`config.mk`:
```
export PLATFORM = sky130hd
export DESIGN_NAME = control_unit
export DESIGN_NICKNAME = d
export VERILOG_FILES = /design/src/rtl/control_unit.sv
export SDC_FILE = /design/constraint.sdc
export NUM_CORES = 1
export LEC_CHECK = 0
export BUFFER_PORTS_ARGS = -buffer_cell sky130_fd_sc_hd__clkbuf_2
export CAP_MARGIN = 25
export CORE_MARGIN = 10
export CORE_UTILIZATION = 25
export CTS_CLUSTER_SIZE = 12
export DETAILED_ROUTE_END_ITERATION = 8
export GPL_ROUTABILITY_DRIVEN = 0
export PLACE_DENSITY = 0.55
export SYNTH_ARGS = -nofsm -noshare
export SYNTH_HDL_FRONTEND = slang
export SYNTH_SLANG_ARGS = --single-unit
```
`constraint.sdc`:
```
create_clock -name cu_clk -period 6.69 [get_ports cu_clk]
set_input_delay 0 -clock cu_clk [delete_from_list [all_inputs] [get_ports cu_clk]]
set_output_delay 0 -clock cu_clk [all_outputs]
set_load 0.01 [all_outputs]
```
`src/rtl/control_unit.sv`:
```
`default_nettype none
// ============================================================================
// Module   : control_unit
// Purpose  : Multi-cycle fetch/decode sequencer driving the cpu datapath
//            controls; owns the program counter and retired-instruction count.
// Revision : 1.0 - initial release
// ============================================================================
module control_unit #(
    parameter int                  WORDSIZE = 64,
    parameter logic [WORDSIZE-1:0] RESET_PC = '0
) (
    input  logic                cu_clk,
    input  logic                cu_rst,
    input  logic                cu_run,
    output logic                cu_im_req,
    output logic [WORDSIZE-1:0] cu_im_addr,
    input  logic                cu_im_valid,
    input  logic [31:0]         cu_im_data,
    input  logic                cu_alu_zero,
    output logic [4:0]          cu_rf_addr_a,
    output logic [4:0]          cu_rf_addr_b,
    output logic [4:0]          cu_rf_write_addr,
    output logic                cu_rf_write_en,
    output logic [WORDSIZE-1:0] cu_immediate,
    output logic                cu_mux_0_sel,
    output logic                cu_mux_1_sel,
    output logic                cu_mux_2_sel,
    output logic [2:0]          cu_alu_operation,
    output logic                cu_dm_write_en,
    output logic [WORDSIZE-1:0] cu_pc,
    output logic [WORDSIZE-1:0] cu_retired,
    output logic                cu_halted
);

    localparam logic [2:0] c_ST_IDLE   = 3'd0;
    localparam logic [2:0] c_ST_FETCH  = 3'd1;
    localparam logic [2:0] c_ST_DECODE = 3'd2;
    localparam logic [2:0] c_ST_EXEC   = 3'd3;
    localparam logic [2:0] c_ST_MEM    = 3'd4;
    localparam logic [2:0] c_ST_WB     = 3'd5;
    localparam logic [2:0] c_ST_HALT   = 3'd6;

    localparam logic [1:0] c_K_ALU = 2'd0;
    localparam logic [1:0] c_K_LD  = 2'd1;
    localparam logic [1:0] c_K_SD  = 2'd2;
    localparam logic [1:0] c_K_BEQ = 2'd3;

    localparam logic [2:0] c_ALU_ADD = 3'b000;
    localparam logic [2:0] c_ALU_SUB = 3'b001;
    localparam logic [2:0] c_ALU_AND = 3'b010;
    localparam logic [2:0] c_ALU_OR  = 3'b011;

    localparam logic [6:0] c_OP_LD   = 7'b0000011;
    localparam logic [6:0] c_OP_SD   = 7'b0100011;
    localparam logic [6:0] c_OP_ADDI = 7'b0010011;
    localparam logic [6:0] c_OP_R    = 7'b0110011;
    localparam logic [6:0] c_OP_BEQ  = 7'b1100011;

    localparam logic [WORDSIZE-1:0] c_PC_STEP = WORDSIZE'(4);

    logic [2:0]          r_state;
    logic [1:0]          r_kind;
    logic [31:0]         r_ir;
    logic [WORDSIZE-1:0] r_pc;
    logic [WORDSIZE-1:0] r_retired;
    logic [WORDSIZE-1:0] r_im_addr;
    logic                r_im_req;
    logic                r_halted;
    logic                r_rf_we;
    logic                r_dm_we;
    logic [4:0]          r_addr_a;
    logic [4:0]          r_addr_b;
    logic [4:0]          r_waddr;
    logic [WORDSIZE-1:0] r_immediate;
    logic                r_mux_0;
    logic                r_mux_1;
    logic                r_mux_2;
    logic [2:0]          r_alu_op;

    logic                w_legal;
    logic [1:0]          w_kind;
    logic [4:0]          w_addr_a;
    logic [4:0]          w_addr_b;
    logic [4:0]          w_waddr;
    logic [WORDSIZE-1:0] w_immediate;
    logic                w_mux_0;
    logic                w_mux_1;
    logic                w_mux_2;
    logic [2:0]          w_alu_op;
    logic                w_complete;
    logic                w_taken;
    logic [WORDSIZE-1:0] w_next_pc;

    logic [6:0]          w_opcode;
    logic [2:0]          w_f3;
    logic [6:0]          w_f7;
    logic [WORDSIZE-1:0] w_imm_i;
    logic [WORDSIZE-1:0] w_imm_s;
    logic [WORDSIZE-1:0] w_imm_b;

    assign w_opcode = r_ir[6:0];
    assign w_f3     = r_ir[14:12];
    assign w_f7     = r_ir[31:25];
    assign w_imm_i  = {{(WORDSIZE-12){r_ir[31]}}, r_ir[31:20]};
    assign w_imm_s  = {{(WORDSIZE-12){r_ir[31]}}, r_ir[31:25], r_ir[11:7]};
    assign w_imm_b  = {{(WORDSIZE-13){r_ir[31]}}, r_ir[31], r_ir[7], r_ir[30:25], r_ir[11:8], 1'b0};

    // Decode of the latched instruction; consumed only on the DECODE exit edge.
    always_comb begin
        w_legal     = 1'b0;
        w_kind      = c_K_ALU;
        w_addr_a    = '0;
        w_addr_b    = '0;
        w_waddr     = '0;
        w_immediate = '0;
        w_mux_0     = 1'b0;
        w_mux_1     = 1'b0;
        w_mux_2     = 1'b0;
        w_alu_op    = c_ALU_ADD;
        case (w_opcode)
            c_OP_LD: begin
                w_legal     = (w_f3 == 3'b011);
                w_kind      = c_K_LD;
                w_addr_a    = r_ir[19:15];
                w_waddr     = r_ir[11:7];
                w_immediate = w_imm_i;
                w_mux_2     = 1'b1;
            end
            c_OP_SD: begin
                w_legal     = (w_f3 == 3'b011);
                w_kind      = c_K_SD;
                w_addr_a    = r_ir[19:15];
                w_addr_b    = r_ir[24:20];
                w_immediate = w_imm_s;
            end
            c_OP_ADDI: begin
                w_legal     = (w_f3 == 3'b000);
                w_kind      = c_K_ALU;
                w_addr_a    = r_ir[19:15];
                w_waddr     = r_ir[11:7];
                w_immediate = w_imm_i;
            end
            c_OP_R: begin
                w_kind   = c_K_ALU;
                w_addr_a = r_ir[19:15];
                w_addr_b = r_ir[24:20];
                w_waddr  = r_ir[11:7];
                w_mux_1  = 1'b1;
                if (w_f7 == 7'b0000000) begin
                    case (w_f3)
                        3'b000: begin w_legal = 1'b1; w_alu_op = c_ALU_ADD; end
                        3'b110: begin w_legal = 1'b1; w_alu_op = c_ALU_OR;  end
                        3'b111: begin w_legal = 1'b1; w_alu_op = c_ALU_AND; end
                        default: w_legal = 1'b0;
                    endcase
                end else if (w_f7 == 7'b0100000 && w_f3 == 3'b000) begin
                    w_legal  = 1'b1;
                    w_alu_op = c_ALU_SUB;
                end
            end
            c_OP_BEQ: begin
                w_legal     = (w_f3 == 3'b000);
                w_kind      = c_K_BEQ;
                w_addr_a    = r_ir[19:15];
                w_addr_b    = r_ir[24:20];
                w_immediate = w_imm_b;
                w_mux_1     = 1'b1;
                w_alu_op    = c_ALU_SUB;
            end
            default: w_legal = 1'b0;
        endcase
    end

    // The final state of each instruction path commits PC and retired count.
    always_comb begin
        w_complete = 1'b0;
        w_taken    = 1'b0;
        case (r_state)
            c_ST_EXEC: begin
                if (r_kind == c_K_BEQ) begin
                    w_complete = 1'b1;
                    w_taken    = cu_alu_zero;
                end
            end
            c_ST_MEM: w_complete = (r_kind == c_K_SD);
            c_ST_WB:  w_complete = 1'b1;
            default:  w_complete = 1'b0;
        endcase
    end

    assign w_next_pc = w_taken ? (r_pc + r_immediate) : (r_pc + c_PC_STEP);

    always_ff @(posedge cu_clk or posedge cu_rst) begin
        if (cu_rst) begin
            r_state     <= c_ST_IDLE;
            r_kind      <= c_K_ALU;
            r_ir        <= '0;
            r_pc        <= RESET_PC;
            r_retired   <= '0;
            r_im_addr   <= '0;
            r_im_req    <= 1'b0;
            r_halted    <= 1'b0;
            r_rf_we     <= 1'b0;
            r_dm_we     <= 1'b0;
            r_addr_a    <= '0;
            r_addr_b    <= '0;
            r_waddr     <= '0;
            r_immediate <= '0;
            r_mux_0     <= 1'b0;
            r_mux_1     <= 1'b0;
            r_mux_2     <= 1'b0;
            r_alu_op    <= c_ALU_ADD;
        end else begin
            case (r_state)
                c_ST_IDLE: begin
                    if (cu_run) begin
                        r_state   <= c_ST_FETCH;
                        r_im_req  <= 1'b1;
                        r_im_addr <= r_pc;
                    end
                end
                c_ST_FETCH: begin
                    if (cu_im_valid) begin
                        r_ir     <= cu_im_data;
                        r_im_req <= 1'b0;
                        r_state  <= c_ST_DECODE;
                    end
                end
                c_ST_DECODE: begin
                    if (w_legal) begin
                        r_kind      <= w_kind;
                        r_addr_a    <= w_addr_a;
                        r_addr_b    <= w_addr_b;
                        r_waddr     <= w_waddr;
                        r_immediate <= w_immediate;
                        r_mux_0     <= w_mux_0;
                        r_mux_1     <= w_mux_1;
                        r_mux_2     <= w_mux_2;
                        r_alu_op    <= w_alu_op;
                        r_state     <= c_ST_EXEC;
                    end else begin
                        r_halted <= 1'b1;
                        r_state  <= c_ST_HALT;
                    end
                end
                c_ST_EXEC: begin
                    case (r_kind)
                        c_K_ALU: begin
                            r_state <= c_ST_WB;
                            r_rf_we <= (r_waddr != 5'd0);
                        end
                        c_K_LD:  r_state <= c_ST_MEM;
                        c_K_SD: begin
                            r_state <= c_ST_MEM;
                            r_dm_we <= 1'b1;
                        end
                        default: r_state <= r_state;
                    endcase
                end
                c_ST_MEM: begin
                    r_dm_we <= 1'b0;
                    if (r_kind == c_K_LD) begin
                        r_state <= c_ST_WB;
                        r_rf_we <= (r_waddr != 5'd0);
                    end
                end
                c_ST_WB:   r_rf_we <= 1'b0;
                c_ST_HALT: r_state <= c_ST_HALT;
                default:   r_state <= c_ST_IDLE;
            endcase

            if (w_complete) begin
                r_pc      <= w_next_pc;
                r_retired <= r_retired + WORDSIZE'(1);
                if (cu_run) begin
                    r_state   <= c_ST_FETCH;
                    r_im_req  <= 1'b1;
                    r_im_addr <= w_next_pc;
                end else begin
                    r_state <= c_ST_IDLE;
                end
            end
        end
    end

    assign cu_im_req        = r_im_req;
    assign cu_im_addr       = r_im_addr;
    assign cu_rf_addr_a     = r_addr_a;
    assign cu_rf_addr_b     = r_addr_b;
    assign cu_rf_write_addr = r_waddr;
    assign cu_rf_write_en   = r_rf_we;
    assign cu_immediate     = r_immediate;
    assign cu_mux_0_sel     = r_mux_0;
    assign cu_mux_1_sel     = r_mux_1;
    assign cu_mux_2_sel     = r_mux_2;
    assign cu_alu_operation = r_alu_op;
    assign cu_dm_write_en   = r_dm_we;
    assign cu_pc            = r_pc;
    assign cu_retired       = r_retired;
    assign cu_halted        = r_halted;

endmodule
`default_nettype wire

```
==> results.json, run 1 <==
{
  "fp.coreArea_mm2": 0.07003,
  "numCtsBuffers": 34,
  "worstPathRequired_ns": 7.16,
  "p_seq_frac": 0.377,
  "drt-total-wl_mm": 64.18,
  "synthAdderAreaFrac": 0.05002,
  "synth_mux_area_frac": 0.03124,
  "insertion_delay_ns": 0.56,
  "grt_pass1_vias": 16119,
  "die_y_um": 285.8,
  "final.setup.tns_ns": 0,
  "internal_power_w": 0.003844,
  "clock_skew_ns": 0.02933,
  "placed_cells": 3203,
  "finalNonFillerCells": 3296,
  "synth_warnings": 0,
  "hold_viol": 0,
  "synthArstFlopShare": 1.000,
  "cts_sinks": 265,
  "worst-setup-path-type": "flop to flop",
  "yosys.area_share.simple": 0.2125,
  "grtUsageTotal": 0.1525,
  "drt_iter0_markers": 1294,
  "cap_violations": 0,
  "p_per_area_mw_per_mm2": 294.7,
  "stdcell_area_mm2": 0.02125,
  "slowest_stage": "dfrtp_4",
  "synth_top_cell_by_area": "dfrtp_1",
  "synth_top_area_frac": 0.3755,
  "path_cells": "buf_4 > ha_1 > and3_2 > o2111ai_2 > a2111oi_4 > o21ai_2 > o21ai_2 > a211oi_1 > a21oi_1 > mux2_1 > o21ai_1",
  "end_kind": "flop",
  "grt.overflow.total": 0,
  "timing.critical_path.buf_inv": 1,
  "totalPowerFinal_w": 0.006263,
  "syn_to_final_growth_pct": 20.33,
  "first_pass_iters": 5,
  "total_leakage_power_nw": 9.640,
  "placed_cell_area_mm2": 0.01978,
  "netlist_instances": 2095,
  "synthFlopType": "dfrtp_1",
  "ys_seq_area_frac": 0.3755,
  "post-route-drc-count": 0,
  "grt_pass1_wl_mm": 100.0,
  "dp_hpwl_mm": 47.82,
  "worst_pin_slew_ns": 0.9267,
  "power_frac_comb": 0.320,
  "ctsResizeCount": 0,
  "switchingPower_w": 0.002419,
  "rsz0062_at_grt": "no",
  "setup_viol": 0,
  "critical_path_arrival_ns": 4.61,
  "holdWs_ns": 0.1111,
  "cp_max_fo": 55,
  "power_frac_clock": 0.303,
  "synth_area_leaders": "dfrtp_1 (38%), nand2_1 (6.5%), xnor2_1 (5.4%), a21oi_1 (5.3%), ha_1 (4.9%)",
  "synth-seq-cells": 265,
  "die_w_um": 285.8,
  "num_rows": 97,
  "ant_nets": 0,
  "cts_buffer_depth": 3,
  "layout_min_cycle_time_ns": 4.142,
  "die_area_mm2": 0.08167,
  "clkTransAtPathRegs_ns": 0.06,
  "avgRoutedWirePerCell_um": 19.47,
  "slew_violations": 0,
  "swShare": 0.3862,
  "layout_worst_path_cycle_share": 0.6191,
  "vdd_ir_drop_max_v": 0.0002291,
  "ioPinCount": 318,
  "drive_above_1_share": 0.2033,
  "via_count": 16313,
  "synthXorXnorAreaFrac": 0.08282,
  "cp-start-kind": "flop",
  "crit_path_max_incr_delay_ns": 0.84,
  "diodes": 0,
  "critPathTopFamily": "compound AO/OA/AOI/OAI gates",
  "grt_max_degree": 114,
  "viasPerCell": 4.949,
  "tritoncts": "done",
  "cts_setup_buffers": 0,
  "status": "finished clean",
  "nets": 2441,
  "syn_area_mm2": 0.01766,
  "max_freq_mhz": 241.4,
  "synth_cell_types": 94,
  "antenna_found_initial": 1,
  "synth_top_family_by_area": "simple AND/OR/NAND/NOR gates",
  "cp_common_cell": "o21ai_2",
  "synth-compound-area-share": 0.1923,
  "io_buffers": 315,
  "maxSlewHeadroom": 0.3822,
  "worstHoldPathType": "input port to async pin",
  "initial_core_util": 0.2522,
  "cts_root_buffer": "clkbuf_16",
  "synth_edf_count": 0,
  "syn_area_per_cell_um2": 8.430,
  "cts_htree_levels": 2
}
==> power by group through the flow <==
stage          logic, W  clock network (W)  registers (W)
6_report        0.00201            0.00189        0.00236
5_1_grt         0.00226            0.00202        0.00242
4_1_cts         0.00204            0.00196        0.00236
3_5_place_dp    0.00202                  0        0.00239
3_3_place_gp    0.00201                  0        0.00238
2_1_floorplan   0.00128                  0        0.00231
==> cells by family after synthesis <==
family,after synthesis
compound gates,535
xor+xnor,167
fa+ha+maj,70
buf+inv,202
flops,265
mux,50
other cells,1
simple gates,805
==> cells in the final DEF (no fill, tap or decap), drive strengths merged, types with 69 or more instances in the layout <==
| cell type | n |
|---|---|
| dfrtp | 265 |
| a21oi | 191 |
| nand2 | 307 |
| o21ai | 139 |
| xnor2 | 109 |
| clkbuf | 358 |
| ha | 69 |
| nor2 | 192 |
| nand3 | 75 |
==> sequential cells by signal (all words and copies together), names as in the netlist, 2 cells and up <==
name              cells
cu_im_addr           64
r_state               3
cu_rf_addr_b          5
r_ir                 32
r_kind                2
cu_rf_addr_a          5
cu_retired           64
cu_alu_operation      2
cu_pc                64
cu_immediate         13
cu_rf_write_addr      5
==> per-layer routing <==
layer / up-vias / track usage / wire length [um]
met3: 78 / 0.04115 / 5051
li1: 7852 / - / -
met5: - / 0 / 13
met4: 2 / 0.03066 / 983
met2: 540 / 0.2440 / 29120
met1: 7841 / 0.2038 / 29010
==> cell usage after synthesis, types with 40 or more instances <==
cell type  instances
nor2_1           191
ha_1              69
a21o_1            43
clkbuf_1          91
nand3_1           74
nand4_1           54
xnor2_1          109
o21ai_0          120
buf_4             53
nand2_1          307
a21oi_1          188
xor2_1            58
mux2_2            40
and3_1            57
dfrtp_1          265
==> final cells by class <==
cell class / instances / area [um2]
clock buffers: 43 / 924.6
clock inverters: 15 / 201.4
well taps: 940 / 1176
repair buffers: 369 / 2102
multi-input cells: 1629 / 10080
inverters: 35 / 135.1
flip-flops and latches: 265 / 6635
fillers: 7501 / 48780
==> path summary, 6_finish.rpt <==
path                            slack (ns)          endpoint             start  depth (start not counted)
worst max-delay path                  2.55    cu_im_addr[63]  cu_immediate[62]                         11
worst min-delay path                  0.11          r_ir[13]            cu_rst                          3
worst max register to register        2.55    cu_im_addr[63]  cu_immediate[62]                         11
min in group cu_clk                   0.21          r_ir[20]    cu_im_data[20]                          4
worst min register to register        0.47    cu_retired[63]    cu_retired[63]                          1
max in group asynchronous             5.21  cu_immediate[62]            cu_rst                          4
==> metrics by stage <==
stage	setup WS, ns	utilization
finish	2.548	0.3035
global route	2.253	0.3035
CTS	2.503	0.3035
detailed placement	2.573	0.2824
global placement	2.636	0.2819
floorplan	1.966	-
==> tightest hold or removal path, stage by stage <==
cell and delay, ns:
dlygate4sd3_1 0.53, clkbuf_2 0.13, clkinvlp_4 0.48
==> what timing repair did <==
item,in CTS,in global routing
hold endpoints to repair,61,0
endpoints found under the setup margin,0,0
hold buffers,35,0
Power figures use the tool's default switching activity.
==> inputs of run 2 (changes only) <==
Settings changed: PLACE_DENSITY 0.55 to 0.53.
Clock period 6.69 ns to 4.2 ns, I/O delays scaled along.
==> run 2 against run 1 <==
Routed wire length rose by 0.92%. Register-to-register slack lost 2.1 ns. Die area did not move.
==> results.json, run 2 (same netlist as run 1, synthesis figures left out) <==
{
  "status": "finished clean",
  "first_pass_iters": 5,
  "insertion_delay_ns": 0.57,
  "num_rows": 97,
  "die_w_um": 285.8,
  "nets": 2454,
  "grt_max_degree": 101,
  "path_cells": "ha_1 > a21o_1 > o21bai_1 > a211oi_1 > a2111oi_4 > o21ai_2 > o21ai_2 > a21o_1 > a21oi_1 > mux2_1 > o21ai_1",
  "syn_to_final_growth_pct": 21.30,
  "r2r_end": "cu_im_addr[63]",
  "stdcell_area_mm2": 0.02142,
  "drt-total-wl_mm": 64.77,
  "ant_nets": 0,
  "hold_end": "r_state[0]",
  "tritoncts": "done",
  "slew_violations": 0,
  "final_util": 0.3059,
  "clock_skew_ns": 0.03164,
  "drive_above_1_share": 0.2087,
  "ctsResizeCount": 0,
  "cts_root_buffer": "clkbuf_16",
  "final.setup.tns_ns": 0,
  "hold_start": "cu_im_valid",
  "timing.critical_path.buf_inv": 0,
  "grt_pass1_vias": 15905,
  "viasPerCell": 4.912,
  "vdd_ir_drop_max_v": 0.0002980,
  "hold_viol": 0,
  "max_freq_mhz": 269.4,
  "worstHoldPathType": "input port to flop",
  "placed_cell_area_mm2": 0.01987,
  "grtUsageTotal": 0.1530,
  "cts_htree_levels": 2,
  "slowest_stage": "dfrtp_4",
  "grt_pass1_wl_mm": 99.80,
  "clkTransAtPathRegs_ns": 0.06,
  "numCtsBuffers": 35,
  "post-route-drc-count": 0,
  "die_y_um": 285.8,
  "layout_worst_path_cycle_share": 0.8840,
  "critPathTopFamily": "compound AO/OA/AOI/OAI gates",
  "drt_iter0_markers": 1204,
  "diodes": 0,
  "worst-setup-path-type": "flop to flop",
  "cts_buffer_depth": 3,
  "antenna_found_initial": 1,
  "critical_path_arrival_ns": 4.19,
  "min_path_cells": 6,
  "setup_viol": 0,
  "die_area_mm2": 0.08167,
  "rsz0062_at_grt": "no",
  "cts_sinks": 265,
  "fp.coreArea_mm2": 0.07003,
  "end_kind": "flop",
  "maxSlewHeadroom": 0.3819,
  "r2r_cells": 11,
  "grt.overflow.total": 0,
  "total_leakage_power_nw": 9.741,
  "p_per_area_mw_per_mm2": 475.8,
  "final_common_cell": "clkbuf_2",
  "cap_violations": 0,
  "crit_path_max_incr_delay_ns": 0.85,
  "initial_core_util": 0.2522,
  "worst_pin_slew_ns": 0.9252,
  "timing.rr.start": "cu_immediate[62]",
  "cp-start-kind": "flop",
  "layout_min_cycle_time_ns": 3.713,
  "dp_hpwl_mm": 48.86,
  "avgRoutedWirePerCell_um": 19.56,
  "cp_max_fo": 54,
  "io_buffers": 315,
  "worstPathRequired_ns": 4.67,
  "holdWs_ns": 0.07005,
  "via_count": 16269,
  "reg2reg_slack_ns": 0.49,
  "ioPinCount": 318,
  "final_cell_mix": "clkbuf_2 (315), nand2_1 (305), dfrtp_1 (264), nor2_1 (191), a21oi_1 (188)"
}
## run 2: worst max-delay path by stage
stage                      from             end  depth (start not counted)
4_1_cts        cu_immediate[62]  cu_im_addr[63]                         11
3_3_place_gp   cu_immediate[62]  cu_im_addr[63]                         11
2_1_floorplan  cu_immediate[62]  cu_im_addr[63]                         12
6_report       cu_immediate[62]  cu_im_addr[63]                         11
3_5_place_dp   cu_immediate[62]  cu_im_addr[63]                         11
5_1_grt        cu_immediate[62]  cu_im_addr[56]                         11
## run 2: power by group
group / leakage, nW / total [W] / switching [W] / internal [W]
clock network: 0.601 / 0.00325 / 0.00126 / 0.00199
logic: 5.83 / 0.00321 / 0.00194 / 0.00127
registers: 3.31 / 0.00374 / 0.000639 / 0.00310
## run 2: area by class of cell
type | count | area, um2
Clock buffer | 49 | 1010
Tap cell | 940 | 1176
Inverter | 35 | 135.1
Timing Repair Buffer | 381 | 2180
Sequential cell | 265 | 6635
Fill cell | 7578 | 48610
Multi-Input combinational cell | 1629 | 10080
Clock inverter | 13 | 209.0
## run 2: worst register-to-register path, cell delays in order (launching register included)
cell and delay, ns:
dfrtp_4 0.85, ha_1 0.44, a21o_1 0.23, o21bai_1 0.17, a211oi_1 0.50, a2111oi_4 0.19
o21ai_2 0.28, o21ai_2 0.15, a21o_1 0.18, a21oi_1 0.19, mux2_1 0.34, o21ai_1 0.13
## run 2: repair_timing
item | in CTS | in global routing
hold buffers | 33 | 0
setup buffers | 0 | 0
endpoints found under the hold margin | 68 | 0
setup endpoints to repair | 0 | 0
## run 2: metrics by stage
| step | std cells | power (W) | setup WS [ns] |
|---|---|---|---|
| 2_1_floorplan | 2096 | 0.005728 | 0.3753 |
| 3_3_place_gp | 3217 | 0.007004 | 0.5115 |
| 3_5_place_dp | 3217 | 0.007032 | 0.5042 |
| 4_1_cts | 3312 | 0.01037 | 0.4360 |
| 5_1_grt | 3312 | 0.01089 | 0.2281 |
| 6_report | 3312 | 0.01019 | 0.4874 |
## run 2: routing by layer
| layer | global-route usage | wire (um) | part of all wire | vias up |
|---|---|---|---|---|
| li1 | - | - | - | 7877 |
| met1 | 0.2022 | 28980 | 0.45 | 7881 |
| met2 | 0.2480 | 29870 | 0.46 | 439 |
| met3 | 0.03687 | 4683 | 0.072 | 70 |
| met4 | 0.03724 | 1219 | 0.019 | 2 |
| met5 | 0 | 13 | 0.00020 | - |
